### src/rtl/image_src_gen_if.sv
// Pixel stream between a frame source and the image pipe: data/valid/end forward, busy back.
interface image_src_gen_if #(
   parameter int DW = 32
);
   logic [DW-1:0] src_data_out;
   logic          src_valid_out;
   logic          src_end_out;
   logic          src_busy_in;

   modport master (
      output src_data_out,
      output src_valid_out,
      output src_end_out,
      input  src_busy_in
   );

   modport slave (
      input  src_data_out,
      input  src_valid_out,
      input  src_end_out,
      output src_busy_in
   );
endinterface

### src/rtl/image_src_gen.sv
// Test-frame source: one raster frame per start, first pixel one cycle after start,
// outputs frozen while busy is high, programmable inter-pixel gap, end flag held until busy drops.
module image_src_gen #(
   parameter int DW = 32
) (
   input  logic        clk,
   input  logic        s_rst,
   input  logic        start,
   input  logic [12:0] cfg_width,
   input  logic [15:0] cfg_height,
   input  logic [1:0]  cfg_pattern,
   input  logic [3:0]  cfg_gap,
   output logic        src_active,
   image_src_gen_if.master src
);

   typedef enum logic [1:0] {IDLE, RUN, ENDF} state_t;

   state_t      state_q, state_d;
   logic [12:0] w_q, w_d;
   logic [15:0] h_q, h_d;
   logic [1:0]  pat_q, pat_d;
   logic [3:0]  gap_q, gap_d;
   logic [12:0] x_q, x_d;
   logic [15:0] y_q, y_d;
   logic [28:0] idx_q, idx_d;
   logic [3:0]  gcnt_q, gcnt_d;
   logic        vld_q, vld_d;
   logic        end_q, end_d;
   logic        last_px;
   logic [28:0] pv;
   logic [DW-1:0] data;

   assign last_px = (x_q == w_q - 13'd1) && (y_q == h_q - 16'd1);

   always_comb begin
      state_d = state_q;
      w_d     = w_q;
      h_d     = h_q;
      pat_d   = pat_q;
      gap_d   = gap_q;
      x_d     = x_q;
      y_d     = y_q;
      idx_d   = idx_q;
      gcnt_d  = gcnt_q;
      vld_d   = vld_q;
      end_d   = end_q;
      case (state_q)
         IDLE: begin
            if (start) begin
               w_d    = cfg_width;
               h_d    = cfg_height;
               pat_d  = cfg_pattern;
               gap_d  = cfg_gap;
               x_d    = '0;
               y_d    = '0;
               idx_d  = '0;
               gcnt_d = '0;
               if (cfg_width == 13'd0 || cfg_height == 16'd0) begin
                  state_d = ENDF;
                  end_d   = 1'b1;
               end else begin
                  state_d = RUN;
                  vld_d   = 1'b1;
               end
            end
         end
         RUN: begin
            if (vld_q) begin
               if (!src.src_busy_in) begin
                  if (last_px) begin
                     // Counters return to 0 so data reads 0 outside a frame.
                     state_d = ENDF;
                     vld_d   = 1'b0;
                     end_d   = 1'b1;
                     x_d     = '0;
                     y_d     = '0;
                     idx_d   = '0;
                  end else begin
                     idx_d = idx_q + 29'd1;
                     if (x_q == w_q - 13'd1) begin
                        x_d = '0;
                        y_d = y_q + 16'd1;
                     end else begin
                        x_d = x_q + 13'd1;
                     end
                     if (gap_q != 4'd0) begin
                        vld_d  = 1'b0;
                        gcnt_d = gap_q;
                     end
                  end
               end
            end else begin
               // Gap countdown is independent of busy.
               if (gcnt_q <= 4'd1) begin
                  gcnt_d = '0;
                  vld_d  = 1'b1;
               end else begin
                  gcnt_d = gcnt_q - 4'd1;
               end
            end
         end
         ENDF: begin
            if (!src.src_busy_in) begin
               state_d = IDLE;
               end_d   = 1'b0;
            end
         end
         default: state_d = IDLE;
      endcase
   end

   always_ff @(posedge clk) begin
      if (s_rst) begin
         state_q <= IDLE;
         w_q     <= '0;
         h_q     <= '0;
         pat_q   <= '0;
         gap_q   <= '0;
         x_q     <= '0;
         y_q     <= '0;
         idx_q   <= '0;
         gcnt_q  <= '0;
         vld_q   <= 1'b0;
         end_q   <= 1'b0;
      end else begin
         state_q <= state_d;
         w_q     <= w_d;
         h_q     <= h_d;
         pat_q   <= pat_d;
         gap_q   <= gap_d;
         x_q     <= x_d;
         y_q     <= y_d;
         idx_q   <= idx_d;
         gcnt_q  <= gcnt_d;
         vld_q   <= vld_d;
         end_q   <= end_d;
      end
   end

   always_comb begin
      case (pat_q)
         2'd0:    pv = idx_q;
         2'd1:    pv = {16'b0, x_q};
         2'd2:    pv = {13'b0, y_q};
         default: pv = {13'b0, {3'b0, x_q} ^ y_q};
      endcase
   end

   // Truncate or zero-extend the 29-bit pattern to DW.
   always_comb begin
      data = '0;
      for (int i = 0; i < DW && i < 29; i++) data[i] = pv[i];
   end

   assign src.src_data_out  = data;
   assign src.src_valid_out = vld_q;
   assign src.src_end_out   = end_q;
   assign src_active        = (state_q != IDLE);

endmodule
### src/flat_wrapper.sv
// flat-port wrapper written by rule: the top's interface ports become plain ports
module image_src_gen_flat 
#(
   parameter int DW = 32
)
  (clk, s_rst, start, cfg_width, cfg_height, cfg_pattern, cfg_gap, src_active, src_src_data_out, src_src_valid_out, src_src_end_out, src_src_busy_in);
  image_src_gen_if #(.DW(DW)) src_i ();
  input  logic clk;
  input  logic s_rst;
  input  logic start;
  input  logic [12:0] cfg_width;
  input  logic [15:0] cfg_height;
  input  logic [1:0] cfg_pattern;
  input  logic [3:0] cfg_gap;
  output logic src_active;
  output wire logic [$bits(src_i.src_data_out)-1:0] src_src_data_out;
  output wire logic [$bits(src_i.src_valid_out)-1:0] src_src_valid_out;
  output wire logic [$bits(src_i.src_end_out)-1:0] src_src_end_out;
  input wire logic [$bits(src_i.src_busy_in)-1:0] src_src_busy_in;
  assign src_src_data_out = src_i.src_data_out;
  assign src_src_valid_out = src_i.src_valid_out;
  assign src_src_end_out = src_i.src_end_out;
  assign src_i.src_busy_in = src_src_busy_in;
  image_src_gen #(.DW(DW)) u_core (.clk(clk), .s_rst(s_rst), .start(start), .cfg_width(cfg_width), .cfg_height(cfg_height), .cfg_pattern(cfg_pattern), .cfg_gap(cfg_gap), .src_active(src_active), .src(src_i));
endmodule
### config.mk
export PLATFORM = sky130hd
export DESIGN_NAME = image_src_gen_flat
export DESIGN_NICKNAME = d
export VERILOG_FILES = /design/src/rtl/image_src_gen_if.sv /design/src/rtl/image_src_gen.sv /design/src/flat_wrapper.sv
export SDC_FILE = /design/constraint.sdc
export NUM_CORES = 1
export LEC_CHECK = 0
export ABC_CLOCK_PERIOD_IN_PS = 9300
export BUFFER_PORTS_ARGS = -buffer_cell sky130_fd_sc_hd__buf_2
export CELL_PAD_IN_SITES_DETAIL_PLACEMENT = 1
export CELL_PAD_IN_SITES_GLOBAL_PLACEMENT = 1
export CORE_UTILIZATION = 30
export DETAILED_ROUTE_END_ITERATION = 10
export GPL_ROUTABILITY_DRIVEN = 1
export PLACE_DENSITY_LB_ADDON = 0.12
export SETUP_SLACK_MARGIN = 0.3
export SLEW_MARGIN = 0
export SYNTH_ARGS = -nofsm -noshare
export SYNTH_HDL_FRONTEND = slang
export SYNTH_SLANG_ARGS = --single-unit
### constraint.sdc
create_clock -name clk -period 9.3 [get_ports clk]
set_input_delay 1.395 -clock clk [delete_from_list [all_inputs] [get_ports clk]]
set_output_delay 1.395 -clock clk [all_outputs]
set_load 0.1 [all_outputs]
Yosys cells after proc, flatten, opt, wreduce, memory -nomap -nowiden --
Cells that the tools add are included.
Operators by class: $add $sub $neg 6, magnitude comparators 1, eq/ne operators 17, multiplexer cells 47, bitwise gates (word level) 1, reduce and logical (&&, ||, !) cells 17
Operators by type and width (number):
- two-way mux 29 bit | 4
- case mux 29 bit (3 select lines) | 1
- two-way mux 16 bit | 5
- two-way mux 13 bit | 5
- case mux 29 bit (2 select lines) | 1
- case mux 16 bit (2 select lines) | 1
- adder 29 x 1 -> 29 bit, second input constant | 1
- case mux 13 bit (2 select lines) | 1
- two-way mux 4 bit | 6
- adder 16 x 1 -> 16 bit, second input constant | 1
- == test 16 bit | 1
- zero test 16 bit | 1
- subtractor 16 x 1 -> 16 bit, second input constant | 1
- bitwise XOR 13 x 16 -> 16 bit | 1
- AND reduction 5 bit | 3
- adder 13 x 1 -> 13 bit, second input constant | 1
- == test 13 bit | 1
- zero test 13 bit | 1
- two-way mux 1 bit | 13
- subtractor 13 x 1 -> 13 bit, second input constant | 1
- two-way mux 2 bit | 6
- != test 3 bit, second input constant | 3
- != test 2 bit, second input constant | 4
- case mux 4 bit (2 select lines) | 1
- other kinds (19) | 25
Storage, ports and cells: bits in registers 101, input port bits 39, output and inout bits 35

Depth between registers and ports, before layout --
depth in word-level cells 7, mapped depth 11

Least setup slack after synthesis --
Ideal clock, no wire load.
kind reg2out, start register u_core.pat_q[0], end output port src_src_data_out[12], data arrival time 2697 ps, required time 7905 ps, slack 5208 ps, stages on the path, launching flop included 3, buffers on the path 1, path through dfxtp_1 > buf_1 > o21ai_0
Between the ends: cells in the longest elaborated chain, start to end 2
RTL lines:
- from (decl) | RTL line image_src_gen.sv:22 | logic [1:0] pat_q, pat_d;
- from (signal assigned) | RTL line image_src_gen.sv:130 | pat_q <= pat_d;
- == test 2 bit (tied with other cells) | RTL line image_src_gen.sv:142 | case (pat_q)
- case mux 29 bit (3 select lines) * | RTL line image_src_gen.sv:142
- to (decl) | RTL line flat_wrapper.sv:16 | output wire logic [$bits(src_i.src_data_out)-1:0] src_src_data_out;
Mark *: on every way between the ends. The rest lies on a longest branch, timed or not.

Final worst setup path --
start register u_core.h_q[0], end register u_core.idx_q[13]
Between the ends: cells in the longest elaborated chain, start to end 7
RTL lines:
- from (decl) | RTL line image_src_gen.sv:21 | logic [15:0] h_q, h_d;
- from (signal assigned) | RTL line image_src_gen.sv:117 | h_q <= '0;
- from (signal assigned) | RTL line image_src_gen.sv:129 | h_q <= h_d;
- subtractor 16 x 1 -> 16 bit | RTL line image_src_gen.sv:34 | assign last_px = (x_q == w_q - 13'd1) && (y_q == h_q - 16'd1);
- == test 16 bit | RTL line image_src_gen.sv:34
- logical AND 1 bit | RTL line image_src_gen.sv:34
- two-way mux 29 bit | RTL line image_src_gen.sv:71 | if (last_px) begin
- two-way mux 29 bit | RTL line image_src_gen.sv:70 | if (!src.src_busy_in) begin
- two-way mux 29 bit | RTL line image_src_gen.sv:69 | if (vld_q) begin
- case mux 29 bit (2 select lines) | RTL line image_src_gen.sv:48 | case (state_q)
- to (signal assigned) | RTL line image_src_gen.sv:134 | idx_q <= idx_d;
- to (decl) | RTL line image_src_gen.sv:26 | logic [28:0] idx_q, idx_d;
Every way passes these cells. The select of a mux whose other input is x is not followed. A chain may end at the register's enable or synchronous reset.

==> summary.md <==
| Metric | Value |
|---|---|
| Crit Path Class | `register to register` |
| Row cnt | `52` |
| FFs w/ async S/R, synth | `0` |
| CP Launch Type | `register` |
| R2R depth | `9` |
| # setup viols final | `0` |
| Mapped cell area | `between 0.006 and 0.007 sq mm` |
| Drt wl/cell | `around 18 um` |
| Met1 wire length | `10.0 mm` |
| Nets | `900` |
| Crit Path Max Fanout | `22` |
| Setup TNS Final | `0 ns` |
| Area Growth Syn to Fin | `13.8%` |
| Root buf cell | `clkbuf_16` |
| Uppermost layer routed | `met4` |
| First-pass detailed-route iteration total | `4` |
| Power per cell area | `~160 mW/mm^2` |
| Place WS | `between 5 and 6 ns` |
| Ratio of final minimum period to clock period | `0.438` |
| First-pass GRT wire length | `roughly 33 mm` |
| Reg2reg setup slack | `5.23 ns` |
| Post-CTS setup buffers | `0` |
| Resized Gates After CTS | `0` |
| Worst setup path startpoint | `u_core.h_q[0]` |
| Final hold vios | `0` |
| Pins Over Slew Limit | `0` |
| Dpl hpwl | `15.2 mm` |
| WL final | `~20 mm` |
| Met3 WL post-DR | `roughly 620 um` |
| DRT antenna net count | `0` |
| Clk_lat worst skew | `between 0.3 and 0.4 ns` |
| Slew HR | `0.405` |
| Seq/Total Area, Yosys | `0.327` |
| CTS Sinks | `~100` |
| Crit path to | `u_core.idx_q[13]` |
| Syn. warnings | `0` |
| Commonest cells after routing, fill and taps aside | `nand2_1 (115), dfxtp_1 (101), a21oi_1 (72)` |
| Cells after Synth | `812` |
| Die Width | `approximately 150 um` |
| Initial cell density of the core | `0.306` |
| Antenna violations before repair | `0` |
| WHS | `~0.46 ns` |
| IO Count | `between 70 and 80` |
| Remaining Overflow, GRT | `0` |
| Clock buffer depth | `2` |
| CTS H-tree lvls | `3` |
| RSZ-0062 raised after global routing | `false` |
| Worst-margin pin slew | `0.890 ns` |
| Top_reg_cell synth | `dfxtp_1` |
| CTS tree | `built` |
| Min-Delay Path Class | `register to register` |
| Core Region | `approximately 0.020 sq mm` |
| Die Y | `approximately 150 um` |
| Peak Freq | `about 250 MHz` |
| Antenna cells | `0` |
| Synth unique cells | `66` |
| Vias | `between 6000 and 7000` |
| Req. time, crit path | `about 9.5 ns` |
| Max-cap violation count | `0` |
| Peak supply drop | `a little over 0.08 mV` |
| Critical path capture point type | `register` |
| Commonest non-fill, non-tap cell in the layout | `nand2_1` |
| Status | `finished, final reports clean` |
| Critical path arrival | `around 4.3 ns` |
| Vias in the first global route | `~6000` |
| Share of post-route cells with drive strength above 1 | `0.127` |
| Finished Core Util | `0.348` |
| Final min period | `a little over 4 ns` |
| Pleak | `2.51 nW` |
| Iter 0 DRT Violations | `between 200 and 300` |
| Die area | `0.0212 sq mm` |
| R2R Path End | `u_core.idx_q[13]` |
| Post-synth EDFFs | `0` |
| Port Buffers | `70` |
| Reg2reg start | `u_core.h_q[0]` |
| Gr usage total | `0.197` |
| Clock transition at path regs | `0.07 ns` |
| Largest net degree at the start of global routing | `64` |
| Synth Register Bits | `between 100 and 150` |
| Hold Buf Count CTS | `0` |
| Synth Area per Inst | `~7.6 sq um` |
| CTS Buf Count | `9` |
| Clock Skews | `about 0.0093 ns` |
| Setup ws final | `5.23 ns` |
| Vias per Instance | `approximately 5.3` |
| GPL Wtd Cong | `0.865` |
| Detailed route wirelength on metal2 | `about 9.5 mm` |
| Residual DRC | `0` |
-- how the worst min path moves through the flow --
stage                            to  cells past startpoint             from
finish              u_core.pat_q[1]                      2  u_core.pat_q[1]
global route        u_core.pat_q[1]                      2  u_core.pat_q[1]
CTS                 u_core.pat_q[1]                      2  u_core.pat_q[1]
detailed placement  u_core.pat_q[1]                      2  u_core.pat_q[1]
global placement    u_core.pat_q[1]                      2  u_core.pat_q[1]
floorplan            u_core.w_q[12]                      2   u_core.w_q[12]
-- worst max-delay path, cell delays in order (launching register included) --
cell and delay (ns):
dfxtp_1 0.35, or4_1 0.63, nor4_1 0.42, mux2i_1 0.33, o221ai_1 0.18, nor4_2 0.55, a21oi_1 0.23, o21ai_2 0.75
buf_4 0.40, nor3_1 0.09
-- state kept, by name, indices dropped and copies added (netlist names) --
name and cells:
u_core.src.src_valid_out 1, u_core.h_q 16, u_core.w_q 13, u_core.pat_q 2, u_core.y_q 16, u_core.x_q 13, u_core.gcnt_q 4, u_core.idx_q 29
u_core.gap_q 4, u_core.state_q 2, u_core.src.src_end_out 1
-- metal layers --
metal,vias to the layer above,track usage
met4,0,0.0358
met5,-,0
met1,2932,0.266
met3,13,0.0335
li1,2972,-
met2,94,0.331
-- stage by stage --
step | instances | power (mW) | instance area, sq um
detailed placement | 1113 | 0.747 | 6740
CTS | 1127 | 1.14 | 7040
global route | 1127 | 1.19 | 7040
floorplan | 814 | 0.676 | 6200
finish | 1127 | 1.12 | 7040
global placement | 1113 | 0.736 | 6740
-- power by group --
part	switching (mW)	internal, mW	total (mW)
clock	0.166	0.221	0.387
combinational	0.169	0.0904	0.260
sequential	0.0281	0.449	0.477
total	0.364	0.760	1.12
-- logic make-up (layout without fill, tap and decap cells) --
group,Yosys count,in the layout,synth area share
adder cells (fa/ha/maj),7,7,0.0142
buffers and inverters,66,109,0.0441
flip-flops,101,101,0.327
AO/OA/AOI/OAI,182,182,0.188
other,1,3,0.000606
XOR/XNOR,65,65,0.0920
multiplexers,14,14,0.0226
AND/OR/NAND/NOR,376,376,0.311
-- cell usage after synthesis, drive strengths merged (3+ instances only) --
library cell	instances	share of area
nand3	34	0.027
o21bai	14	0.017
o41ai	3	0.0073
buf	15	0.013
a22oi	3	0.0036
nor3	22	0.019
a211o	5	0.0071
or4	6	0.0079
xnor2	34	0.048
o31ai	4	0.0049
a21oi	72	0.058
nor4b	4	0.0067
o21ai	36	0.029
nor3b	8	0.0097
nand2b	8	0.0081
a311oi	12	0.017
and4	3	0.0042
and3	18	0.018
xor2	31	0.044
nand2	116	0.071
mux2i	14	0.023
clkbuf	34	0.021
nor2b	3	0.0030
dfxtp	101	0.33
and2	19	0.019
nor2	70	0.043
nor4	17	0.023
ha	7	0.014
inv	17	0.010
nand3b	4	0.0049
a21o	5	0.0061
nand4	18	0.018
a32oi	5	0.0071
or3	20	0.020
-- layout make-up --
type	instances	area [sq um]
fillers	2456	13200
multi-input cells	647	3910
flip-flops and latches	101	2020
repair buffers	78	410
well taps	270	338
clock buffers	11	253
inverters	17	63.8
clock inverters	3	46.3
Power figures use the tool's default switching activity.
